[config.mk]
export PLATFORM = sky130hd
export DESIGN_NAME = hazard_control_unit_flat
export DESIGN_NICKNAME = d
export VERILOG_FILES = /design/src/rtl/core_pkg.sv /design/src/rtl/hazard_control_unit_if.sv /design/src/rtl/hazard_control_unit_sat_counter.sv /design/src/rtl/hazard_control_unit.sv /design/src/flat_wrapper.sv
export SDC_FILE = /design/constraint.sdc
export NUM_CORES = 1
export LEC_CHECK = 0
export ABC_AREA = 1
export BUFFER_PORTS_ARGS = -buffer_cell sky130_fd_sc_hd__buf_4
export CAP_MARGIN = 10
export CORE_MARGIN = 3
export CORE_UTILIZATION = 60
export CTS_BUF_LIST = sky130_fd_sc_hd__clkbuf_8
export DETAILED_ROUTE_END_ITERATION = 8
export PLACE_DENSITY = 0.86
export SYNTH_ARGS = -nofsm -noshare
export SYNTH_HDL_FRONTEND = slang
export SYNTH_SLANG_ARGS = --single-unit
[constraint.sdc]
create_clock -name clk -period 3.9 [get_ports clk]
set_input_delay 0.195 -clock clk [delete_from_list [all_inputs] [get_ports clk]]
set_output_delay 0.195 -clock clk [all_outputs]
set_load 0.05 [all_outputs]
[src/rtl/core_pkg.sv]
// Shared core definitions: register-index width, zero register and hazard FSM states.
package core_pkg;
  localparam int REG_W = 5;
  localparam logic [REG_W-1:0] XZR_IDX = 5'd31;

  typedef enum logic {RUN = 1'b0, MEM_WAIT = 1'b1} hazState_e;

  // True when a used source operand names the given destination.
  function automatic logic srcHit(input logic used, input logic [REG_W-1:0] src,
                                  input logic [REG_W-1:0] dst);
    return used && (src == dst);
  endfunction
endpackage

[src/rtl/hazard_control_unit_if.sv]
// Pipeline-side hazard signals: register indices and events in, control enables/flushes out.
interface hazard_control_unit_if;
  logic                      IDEX_MemRead;
  logic [core_pkg::REG_W-1:0] IDEX_Rd;
  logic [core_pkg::REG_W-1:0] IFID_Rn;
  logic [core_pkg::REG_W-1:0] IFID_Rm;
  logic                      IFID_RnUsed;
  logic                      IFID_RmUsed;
  logic                      MEM_BranchTaken;
  logic                      EXMEM_MemAccess;
  logic                      mem_ready;
  logic                      Stall;
  logic                      PCWrite;
  logic                      IFIDWrite;
  logic                      Freeze;
  logic                      Flush_IFID;
  logic                      Flush_IDEX;
  logic                      Flush_EXMEM;

  modport master (
    output IDEX_MemRead, IDEX_Rd, IFID_Rn, IFID_Rm, IFID_RnUsed, IFID_RmUsed,
           MEM_BranchTaken, EXMEM_MemAccess, mem_ready,
    input  Stall, PCWrite, IFIDWrite, Freeze, Flush_IFID, Flush_IDEX, Flush_EXMEM
  );

  modport slave (
    input  IDEX_MemRead, IDEX_Rd, IFID_Rn, IFID_Rm, IFID_RnUsed, IFID_RmUsed,
           MEM_BranchTaken, EXMEM_MemAccess, mem_ready,
    output Stall, PCWrite, IFIDWrite, Freeze, Flush_IFID, Flush_IDEX, Flush_EXMEM
  );
endinterface

[src/rtl/hazard_control_unit_sat_counter.sv]
// Saturating event counter; a clear in the same cycle as an increment wins.
module sat_counter #(
  parameter int W = 16
) (
  input  logic         clk,
  input  logic         reset_n,
  input  logic         inc,
  input  logic         clr,
  output logic [W-1:0] q
);
  always_ff @(posedge clk or negedge reset_n) begin
    if (!reset_n)             q <= '0;
    else if (clr)             q <= '0;
    else if (inc && q != '1)  q <= q + W'(1);
  end
endmodule

[src/rtl/hazard_control_unit.sv]
// Load-use stall, branch flush and memory-wait freeze control for the 5-stage core,
// with saturating performance counters and a sticky memory-timeout flag.
module hazard_control_unit
  import core_pkg::*;
#(
  parameter int               CNT_W   = 16,
  parameter int               TIMEOUT = 255,
  parameter logic [REG_W-1:0] XZR     = XZR_IDX
) (
  input  logic               clk,
  input  logic               reset_n,
  hazard_control_unit_if.slave hz,
  input  logic               cnt_clear,
  output logic               mem_timeout,
  output logic [CNT_W-1:0]   stall_count,
  output logic [CNT_W-1:0]   flush_count,
  output logic [CNT_W-1:0]   wait_count
);
  localparam logic [9:0] TIMEOUT_W = 10'(TIMEOUT);

  hazState_e  state, stateNext;
  logic [9:0] waitRun, waitRunNext;
  logic       timeoutNext;
  logic       loadUse, memBusy;
  logic       stall, pcWrite, ifidWrite, freeze, flush;
  logic       incStall, incFlush, incWait;

  assign loadUse = hz.IDEX_MemRead && (hz.IDEX_Rd != XZR) &&
                   (srcHit(hz.IFID_RnUsed, hz.IFID_Rn, hz.IDEX_Rd) ||
                    srcHit(hz.IFID_RmUsed, hz.IFID_Rm, hz.IDEX_Rd));
  assign memBusy = hz.EXMEM_MemAccess && !hz.mem_ready;

  always_comb begin
    stateNext   = state;
    waitRunNext = waitRun;
    timeoutNext = mem_timeout;
    stall       = 1'b0;
    pcWrite     = 1'b1;
    ifidWrite   = 1'b1;
    freeze      = 1'b0;
    flush       = 1'b0;
    incStall    = 1'b0;
    incFlush    = 1'b0;
    incWait     = 1'b0;
    case (state)
      RUN: begin
        if (hz.MEM_BranchTaken) begin
          flush    = 1'b1;
          incFlush = 1'b1;
        end else if (memBusy) begin
          freeze      = 1'b1;
          pcWrite     = 1'b0;
          ifidWrite   = 1'b0;
          incWait     = 1'b1;
          waitRunNext = 10'd1;
          // A one-cycle budget is already exhausted by this first wait cycle.
          if (TIMEOUT_W <= 10'd1) timeoutNext = 1'b1;
          else                    stateNext   = MEM_WAIT;
        end else if (loadUse) begin
          stall     = 1'b1;
          pcWrite   = 1'b0;
          ifidWrite = 1'b0;
          incStall  = 1'b1;
        end
      end
      MEM_WAIT: begin
        if (!hz.mem_ready) begin
          freeze      = 1'b1;
          pcWrite     = 1'b0;
          ifidWrite   = 1'b0;
          incWait     = 1'b1;
          waitRunNext = waitRun + 10'd1;
          if (waitRunNext >= TIMEOUT_W) begin
            timeoutNext = 1'b1;
            stateNext   = RUN;
          end
        end else begin
          // Access completes now; a pending load-use still needs its bubble.
          stateNext = RUN;
          if (loadUse) begin
            stall     = 1'b1;
            pcWrite   = 1'b0;
            ifidWrite = 1'b0;
            incStall  = 1'b1;
          end
        end
      end
      default: stateNext = RUN;
    endcase
  end

  always_ff @(posedge clk or negedge reset_n) begin
    if (!reset_n) begin
      state       <= RUN;
      waitRun     <= '0;
      mem_timeout <= 1'b0;
    end else begin
      state       <= stateNext;
      waitRun     <= waitRunNext;
      mem_timeout <= timeoutNext;
    end
  end

  // While in reset the pipeline is filled with NOPs.
  assign hz.Stall       = !reset_n || stall;
  assign hz.PCWrite     = reset_n && pcWrite;
  assign hz.IFIDWrite   = reset_n && ifidWrite;
  assign hz.Freeze      = reset_n && freeze;
  assign hz.Flush_IFID  = !reset_n || flush;
  assign hz.Flush_IDEX  = !reset_n || flush;
  assign hz.Flush_EXMEM = !reset_n || flush;

  sat_counter #(.W(CNT_W)) uStallCnt (.clk(clk), .reset_n(reset_n), .inc(incStall),
                                      .clr(cnt_clear), .q(stall_count));
  sat_counter #(.W(CNT_W)) uFlushCnt (.clk(clk), .reset_n(reset_n), .inc(incFlush),
                                      .clr(cnt_clear), .q(flush_count));
  sat_counter #(.W(CNT_W)) uWaitCnt  (.clk(clk), .reset_n(reset_n), .inc(incWait),
                                      .clr(cnt_clear), .q(wait_count));
endmodule
[src/flat_wrapper.sv]
// flat-port wrapper written by rule: the top's interface ports become plain ports
module hazard_control_unit_flat import core_pkg::*;
#(
  parameter int               CNT_W   = 16,
  parameter int               TIMEOUT = 255,
  parameter logic [REG_W-1:0] XZR     = XZR_IDX
)
  (clk, reset_n, cnt_clear, mem_timeout, stall_count, flush_count, wait_count, hz_IDEX_MemRead, hz_IDEX_Rd, hz_IFID_Rn, hz_IFID_Rm, hz_IFID_RnUsed, hz_IFID_RmUsed, hz_MEM_BranchTaken, hz_EXMEM_MemAccess, hz_mem_ready, hz_Stall, hz_PCWrite, hz_IFIDWrite, hz_Freeze, hz_Flush_IFID, hz_Flush_IDEX, hz_Flush_EXMEM);
  hazard_control_unit_if hz_i ();
  input  logic clk;
  input  logic reset_n;
  input  logic cnt_clear;
  output logic mem_timeout;
  output logic [CNT_W-1:0] stall_count;
  output logic [CNT_W-1:0] flush_count;
  output logic [CNT_W-1:0] wait_count;
  input wire logic [$bits(hz_i.IDEX_MemRead)-1:0] hz_IDEX_MemRead;
  input wire logic [$bits(hz_i.IDEX_Rd)-1:0] hz_IDEX_Rd;
  input wire logic [$bits(hz_i.IFID_Rn)-1:0] hz_IFID_Rn;
  input wire logic [$bits(hz_i.IFID_Rm)-1:0] hz_IFID_Rm;
  input wire logic [$bits(hz_i.IFID_RnUsed)-1:0] hz_IFID_RnUsed;
  input wire logic [$bits(hz_i.IFID_RmUsed)-1:0] hz_IFID_RmUsed;
  input wire logic [$bits(hz_i.MEM_BranchTaken)-1:0] hz_MEM_BranchTaken;
  input wire logic [$bits(hz_i.EXMEM_MemAccess)-1:0] hz_EXMEM_MemAccess;
  input wire logic [$bits(hz_i.mem_ready)-1:0] hz_mem_ready;
  output wire logic [$bits(hz_i.Stall)-1:0] hz_Stall;
  output wire logic [$bits(hz_i.PCWrite)-1:0] hz_PCWrite;
  output wire logic [$bits(hz_i.IFIDWrite)-1:0] hz_IFIDWrite;
  output wire logic [$bits(hz_i.Freeze)-1:0] hz_Freeze;
  output wire logic [$bits(hz_i.Flush_IFID)-1:0] hz_Flush_IFID;
  output wire logic [$bits(hz_i.Flush_IDEX)-1:0] hz_Flush_IDEX;
  output wire logic [$bits(hz_i.Flush_EXMEM)-1:0] hz_Flush_EXMEM;
  assign hz_i.IDEX_MemRead = hz_IDEX_MemRead;
  assign hz_i.IDEX_Rd = hz_IDEX_Rd;
  assign hz_i.IFID_Rn = hz_IFID_Rn;
  assign hz_i.IFID_Rm = hz_IFID_Rm;
  assign hz_i.IFID_RnUsed = hz_IFID_RnUsed;
  assign hz_i.IFID_RmUsed = hz_IFID_RmUsed;
  assign hz_i.MEM_BranchTaken = hz_MEM_BranchTaken;
  assign hz_i.EXMEM_MemAccess = hz_EXMEM_MemAccess;
  assign hz_i.mem_ready = hz_mem_ready;
  assign hz_Stall = hz_i.Stall;
  assign hz_PCWrite = hz_i.PCWrite;
  assign hz_IFIDWrite = hz_i.IFIDWrite;
  assign hz_Freeze = hz_i.Freeze;
  assign hz_Flush_IFID = hz_i.Flush_IFID;
  assign hz_Flush_IDEX = hz_i.Flush_IDEX;
  assign hz_Flush_EXMEM = hz_i.Flush_EXMEM;
  hazard_control_unit #(.CNT_W(CNT_W), .TIMEOUT(TIMEOUT), .XZR(XZR)) u_core (.clk(clk), .reset_n(reset_n), .hz(hz_i), .cnt_clear(cnt_clear), .mem_timeout(mem_timeout), .stall_count(stall_count), .flush_count(flush_count), .wait_count(wait_count));
endmodule
==> results of run 1 <==
where the power goes:
part           internal [W]  switching, W
registers          0.000647     0.0000341
clock network      0.000273      0.000236
logic             0.0000774      0.000174
total              0.000998      0.000445
per-layer routing:
metal / routed length (um) / GRT usage (%) / part of all wire (%)
met4: 146 / 9.75 / 1.4
met3: 767 / 5.17 / 7.6
met5: 0 / 0 / 0
met1: 4030 / 31.2 / 40
met2: 5150 / 48.0 / 51
worst max-delay path, cell delays in order (launching register included):
cell and delay [ns]:
dfrtp_1 0.42, ha_1 0.24, nand3_2 0.13, nor3_2 0.18, nand3_1 0.10, nand2_1 0.31
nand2_1 0.35, inv_1 0.18, nand2_1 0.08, o31ai_1 0.09
kinds of logic (layout without fill, tap and decap cells):
logic type,count (synthesis),after routing
xor+xnor,25,25
buf+inv,85,164
fa+ha+maj,5,5
simple gates,347,347
flops,60,60
compound gates,48,48
timing repair:
action / 4_1_cts / 5_1_grt
endpoints found under the setup margin: 0 / 0
endpoints found under the hold margin: 60 / 0
hold buffers: 1 / 0
through the flow:
stage / power (W) / setup WS, ns / util, % / instances / hold slack [ns]
finish: 0.00144 / 1.70 / 74.6 / 726 / 0.156
CTS: 0.00145 / 1.73 / 74.6 / 726 / 0.148
detailed placement: 0.000945 / 1.80 / 71.7 / 711 / 0.331
floorplan: 0.000861 / 1.89 / - / 570 / -0.101
global route: 0.00151 / 1.58 / 74.6 / 726 / 0.171
global placement: 0.000931 / 1.93 / 71.7 / 711 / 0.319
worst max path at each step:
stage / start / endpoint / slack (ns)
2_1_floorplan: hz_IDEX_Rd[3] / hz_PCWrite / 1.89
3_5_place_dp: u_core.uFlushCnt.q[0] / u_core.uFlushCnt.q[8] / 1.80
6_report: u_core.uFlushCnt.q[0] / u_core.uFlushCnt.q[7] / 1.70
5_1_grt: u_core.uFlushCnt.q[0] / u_core.uFlushCnt.q[7] / 1.58
4_1_cts: reset_n / hz_PCWrite / 1.73
3_3_place_gp: u_core.uFlushCnt.q[0] / u_core.uFlushCnt.q[7] / 1.93
final cells by class:
| cell class | instances | area, um^2 |
|---|---|---|
| fill | 492 | 1640 |
| multi-input combinational | 425 | 2180 |
| clock buffer | 12 | 165 |
| tap | 77 | 96.3 |
| clock inverter | 2 | 10.0 |
| sequential | 60 | 1500 |
| inverter | 69 | 259 |
| timing repair buffer | 81 | 611 |
cell usage in the layout, fill, tap and decap left out, types with 3 or more instances in the layout:
master and n:
a21oi_1 7, buf_4 80, clkbuf_8 12, dfrtp_1 60
ha_1 5, inv_1 64, inv_2 5, nand2_1 163
nand2_2 3, nand2_4 4, nand3_1 55, nand3_2 4
nand4_1 13, nor2_1 71, nor3_1 19, nor3_2 5
o21ai_0 16, o21ai_1 4, o21ai_2 8, o22ai_1 7
xnor2_1 4, xor2_1 21
sequential cells by signal, indices dropped and copies added (netlist names):
| register | count |
|---|---|
| u_core.waitRun | 10 |
| u_core.uWaitCnt.q | 16 |
| u_core.state | 1 |
| u_core.uStallCnt.q | 16 |
| u_core.mem_timeout | 1 |
| u_core.uFlushCnt.q | 16 |
==> impl_metrics.py, run 1 <==
metrics = {
    "clock_network": {
        "clock-sinks": 60,
        "cts_buffers": 9,
        "cts_buffer_depth": 2,
        "postCtsSetupRepairBufs": 0,
        "root_buffer": "clkbuf_8",
        "cts_tree": "built",
        "h-tree-depth": 3,
        "clk_latency_ns": 0.34,
        "cts.reportedPaths.clkPinSlew_ns": 0.07,
        "cts_resized": 0,
    },
    "global_routing": {
        "first_global_vias": 3847,
        "grt_pass1_wl_um": 16400,
        "grt_max_degree": 64,
        "grt.overflow.total": 0,
        "antenna_found_initial": 0,
        "grt_use_total_pct": 26.6,
    },
    "critical_path": {
        "cp_max_fo": 12,
        "worstSetupEndpointType": "flop",
        "r2r_cells": 9,
        "cp-start-kind": "flop",
        "critPathKind": "reg -> reg",
        "rr_endpoint": "u_core.uFlushCnt.q[7]",
        "r2r-start": "u_core.uFlushCnt.q[0]",
        "r2r_slack_ns": 1.70,
        "cp_data_arrival_time_ns": 2.43,
        "worstPathRequired_ns": 4.13,
    },
    "routing": {
        "wire_per_inst_um": 13.9,
        "wl_um": 10100,
        "drtIter0Drc": 235,
        "dr_total_vias": 4009,
        "ant_nets": 0,
        "first_pass_iters": 5,
        "drc": 0,
        "post_drt_via_cell_ratio": 5.52,
    },
    "floorplanning": {
        "io_pins": 80,
        "core_area_um2": 6460,
        "die_h_um": 88.2,
        "die_w_um": 88.2,
        "initial_core_util_pct": 62.7,
        "row_count": 29,
        "die_area_um2": 7770,
    },
    "synth": {
        "avgSynthCellArea_um2": 7.11,
        "netlist.area_leader.share_pct": 37.1,
        "synth-main-ff-cell": "dfrtp_1",
        "synthTopCellsByCount": "nand2_1, nor2_1, inv_1",
        "ys_ff_latch": 60,
        "synth-simple-area-share_pct": 39.5,
        "netlist-cell-type-count": 38,
        "ys.warnings.count": 0,
        "synth_compound_area_share_pct": 7.23,
        "syn-instance-count": 570,
        "synth_fp_nets": 599,
        "synthXorXnorAreaFrac_pct": 5.41,
        "yosysMostFrequentCell": "nand2_1",
        "synthAdderAreaFrac_pct": 1.54,
        "syn_area_um2": 4050,
        "synth-edff-count": 0,
        "synthTopCellsByArea": "dfrtp_1, nand2_1, nand3_1",
        "synthMuxAreaShare_pct": 0,
        "synth_seq_area_share_pct": 37.1,
        "synth_top_area_cell": "dfrtp_1",
        "synth_top_family_by_area": "simple AND/OR/NAND/NOR gates",
        "async_flop_share_pct": 100,
    },
    "power_and_ir_drop": {
        "p_leak_nw": 2.34,
        "powerDensity_nw_per_um2": 299,
        "ir_drop_v": 0.000186,
    },
    "timing": {
        "tns_ns": 0,
        "finClkSkew_ns": 0.00840,
        "min_period_ns": 2.20,
        "setup_violations": 0,
        "max_freq_mhz": 455,
        "finalCritPeriodShare_pct": 56.4,
        "slew_viol_final": 0,
        "finalHoldViolations": 0,
        "worst_pin_slew_ns": 0.803,
        "rsz0062_at_grt": "no",
        "slew_headroom_pct": 46.4,
    },
    "job": {
        "drv_cap": 0,
    },
    "finish": {
        "fin_nets": 675,
        "antenna-diode-count": 0,
        "final_area_um2": 4820,
        "areaGrowthSynthToFinish_pct": 19.0,
        "drive_gt1_share_pct": 20.2,
    },
    "run_status": {
        "status": "complete, no violations",
    },
    "worst_hold_path": {
        "min_delay_worst_endpoint": "u_core.mem_timeout",
        "hp-class": "in -> reg",
        "min_from": "hz_mem_ready",
        "min_path_cells": 4,
    },
    "placed_design": {
        "place_area_um2": 4630,
        "numPortBuffers": 79,
        "gp_congestion": 0.928,
        "dpl.hpwl_um": 7220,
    },
}
Power figures use the tool's default switching activity.
==> inputs of run 2 (changes only) <==
--- a/config.mk
+++ b/config.mk
@@ -9,10 +9,10 @@
 export BUFFER_PORTS_ARGS = -buffer_cell sky130_fd_sc_hd__buf_4
 export CAP_MARGIN = 10
 export CORE_MARGIN = 3
-export CORE_UTILIZATION = 60
+export CORE_UTILIZATION = 58
 export CTS_BUF_LIST = sky130_fd_sc_hd__clkbuf_8
 export DETAILED_ROUTE_END_ITERATION = 8
-export PLACE_DENSITY = 0.86
+export PLACE_DENSITY = 0.83
 export SYNTH_ARGS = -nofsm -noshare
 export SYNTH_HDL_FRONTEND = slang
 export SYNTH_SLANG_ARGS = --single-unit
==> constraint.sdc (replaced) <==
create_clock -name clk -period 2.1 [get_ports clk]
set_input_delay 0.105 -clock clk [delete_from_list [all_inputs] [get_ports clk]]
set_output_delay 0.105 -clock clk [all_outputs]
set_load 0.05 [all_outputs]
==> run 2 against run 1 <==
Via count up 0.87%. Utilization rose by 0.17 points. Worst setup slack lost 1.5 ns. Die area is 3.2% higher. Register-to-register slack lost 1.5 ns. First-iteration DRC count is 25% lower.
==> impl_metrics.py, run 2 (synthesis gave the netlist of run 1 again) <==
metrics = {
    "finish": {
        "final_cell_count_no_fill": 747,
        "n_fill_cell": 520,
        "areaGrowthSynthToFinish_pct": 21.3,
        "fin_nets": 678,
        "antenna-diode-count": 0,
        "layout_common_cells": "nand2_1, buf_4, nor2_1, inv_1, dfrtp_1",
        "final_area_um2": 4910,
        "top_regs": "u_core.uFlushCnt.q: 16 flops, u_core.uStallCnt.q: 16 flops, u_core.uWaitCnt.q: 16 flops",
        "drive_gt1_share_pct": 20.8,
        "mostFrequentLayoutCell": "nand2_1",
    },
    "routing": {
        "drc": 0,
        "drtIter0Drc": 176,
        "wl_met1_um": 4290,
        "wire_per_inst_um": 13.2,
        "ant_nets": 0,
        "dr_total_vias": 4044,
        "wl_met2_um": 4740,
        "wl_um": 9870,
        "post_drt_via_cell_ratio": 5.41,
        "top_layer_used": "met4",
        "first_pass_iters": 5,
        "wl_met3_um": 691,
    },
    "worst_hold_path": {
        "hp-class": "in -> reg",
        "min_from": "hz_mem_ready",
        "min_path_cells": 4,
    },
    "critical_path": {
        "worstSetupEndpointType": "flop",
        "path_cells": "ha_1, nand3_2, nor3_2, nand3_1, nand2_1, buf_4, inv_1, nand2_1, nand2_1, nand2_1, nor2_1",
        "cpMostUsedCell": "nand2_1",
        "worstPathRequired_ns": 2.33,
        "crit_path_start": "u_core.uFlushCnt.q[0]",
        "r2r-start": "u_core.uFlushCnt.q[0]",
        "critPathMaxStageDelay_ns": 0.44,
        "critPathKind": "reg -> reg",
        "cp_data_arrival_time_ns": 2.14,
        "cp-start-kind": "flop",
        "cp_max_fo": 11,
        "slowest_stage": "dfrtp_1",
        "r2r_cells": 11,
    },
    "floorplanning": {
        "die_w_um": 89.6,
        "io_pins": 80,
        "row_count": 29,
        "core_area_um2": 6570,
        "initial_core_util_pct": 61.7,
        "die_area_um2": 8020,
        "die_h_um": 89.6,
    },
    "timing": {
        "slew_headroom_pct": 52.1,
        "rsz0062_at_grt": "no",
        "worst_pin_slew_ns": 0.719,
        "finalCritPeriodShare_pct": 91.0,
        "finalHoldViolations": 0,
        "slew_viol_final": 0,
        "tns_ns": 0,
        "max_freq_mhz": 523,
        "finClkSkew_ns": 0.0133,
        "min_period_ns": 1.91,
        "setup_violations": 0,
    },
    "power_and_ir_drop": {
        "p_seq_share_pct": 43.4,
        "powerDensity_nw_per_um2": 594,
        "p_int_w": 0.00202,
        "p_switching_w": 0.000900,
        "ir_drop_v": 0.000495,
        "power_switching_share_pct": 30.8,
        "clock_power_share_pct": 40.4,
        "p_comb_share_pct": 16.1,
        "p_leak_nw": 2.37,
    },
    "placed_design": {
        "dpl.hpwl_um": 7120,
        "dp_cells": 730,
        "numPortBuffers": 79,
        "place_area_um2": 4680,
        "gp_congestion": 0.886,
    },
    "clock_network": {
        "cts_tree": "built",
        "clk_latency_ns": 0.34,
        "cts.reportedPaths.clkPinSlew_ns": 0.08,
        "cts_buffers": 9,
        "cts_resized": 0,
        "h-tree-depth": 3,
        "cts_buffer_depth": 2,
        "root_buffer": "clkbuf_8",
        "clock-sinks": 60,
    },
    "global_routing": {
        "grt_pass1_wl_um": 16700,
        "grt_use_total_pct": 26.5,
        "grt_max_degree": 60,
        "grt.overflow.total": 0,
        "antenna_found_initial": 0,
        "first_global_vias": 3753,
    },
    "job": {
        "drv_cap": 0,
    },
    "run_status": {
        "status": "complete, no violations",
    },
}
run 2: changes by cell type in the layout (fill, tap and decap cells not counted), sizes merged:
cell	change
buf	+3
clkinvlp	+2
bufinv	+2
clkinv	+1
clkbuf	-3
run 2: final timing paths:
kind,endpoint,slack (ns)
worst min register to register,u_core.mem_timeout,0.47
worst max-delay path,u_core.uFlushCnt.q[5],0.19
min in group asynchronous,u_core.state,0.16
worst max register to register,u_core.uFlushCnt.q[5],0.19
worst min-delay path,u_core.mem_timeout,0.05
max in group asynchronous,u_core.uStallCnt.q[1],1.07
run 2: per-layer routing:
metal,up-vias,GRT usage (%)
met3,17,3.59
met4,0,10.3
met1,1872,34.1
met2,169,45.0
li1,1986,-
met5,-,0
run 2: cell type report:
type | count | area [um^2] | share of cell area, %
Clock buffer | 9 | 124 | 2.52
Sequential cell | 60 | 1500 | 30.6
Timing Repair Buffer | 84 | 633 | 12.9
Multi-Input combinational cell | 425 | 2180 | 44.3
Clock inverter | 7 | 101 | 2.06
Tap cell | 93 | 116 | 2.37
Inverter | 69 | 259 | 5.27
run 2: critical path, delay by kind of cell, from the launching register on:
family,cells,cell delay (ns)
buffers and inverters,2,0.32
and+or+nand+nor,8,0.80
adders and majority gates,1,0.24
DFF,1,0.44
run 2: stage by stage:
step	power, W	utilization, %	hold WS (ns)	worst slack [ns]
after floorplan	0.00160	-	-0.191	0.157
after global placement	0.00174	71.2	-0.0905	0.294
after detailed placement	0.00176	71.2	-0.0892	0.238
after CTS	0.00293	74.8	0.0423	0.206
after global routing	0.00305	74.8	0.0643	0.0205
final	0.00292	74.8	0.0492	0.190
run 2: power by group through the flow:
stage	clock network, W	logic [W]	registers (W)
after floorplan	0	0.000268	0.00133
after global placement	0	0.000458	0.00128
after detailed placement	0	0.000471	0.00129
after CTS	0.00119	0.000474	0.00127
after global routing	0.00125	0.000529	0.00127
final	0.00118	0.000471	0.00127
run 2: what timing repair did:
| item | in CTS | in global routing |
|---|---|---|
| buffers inserted | 0 | 0 |
| hold buffers | 1 | 0 |
| setup endpoints to repair | 0 | 0 |
| hold endpoints to repair | 18 | 0 |
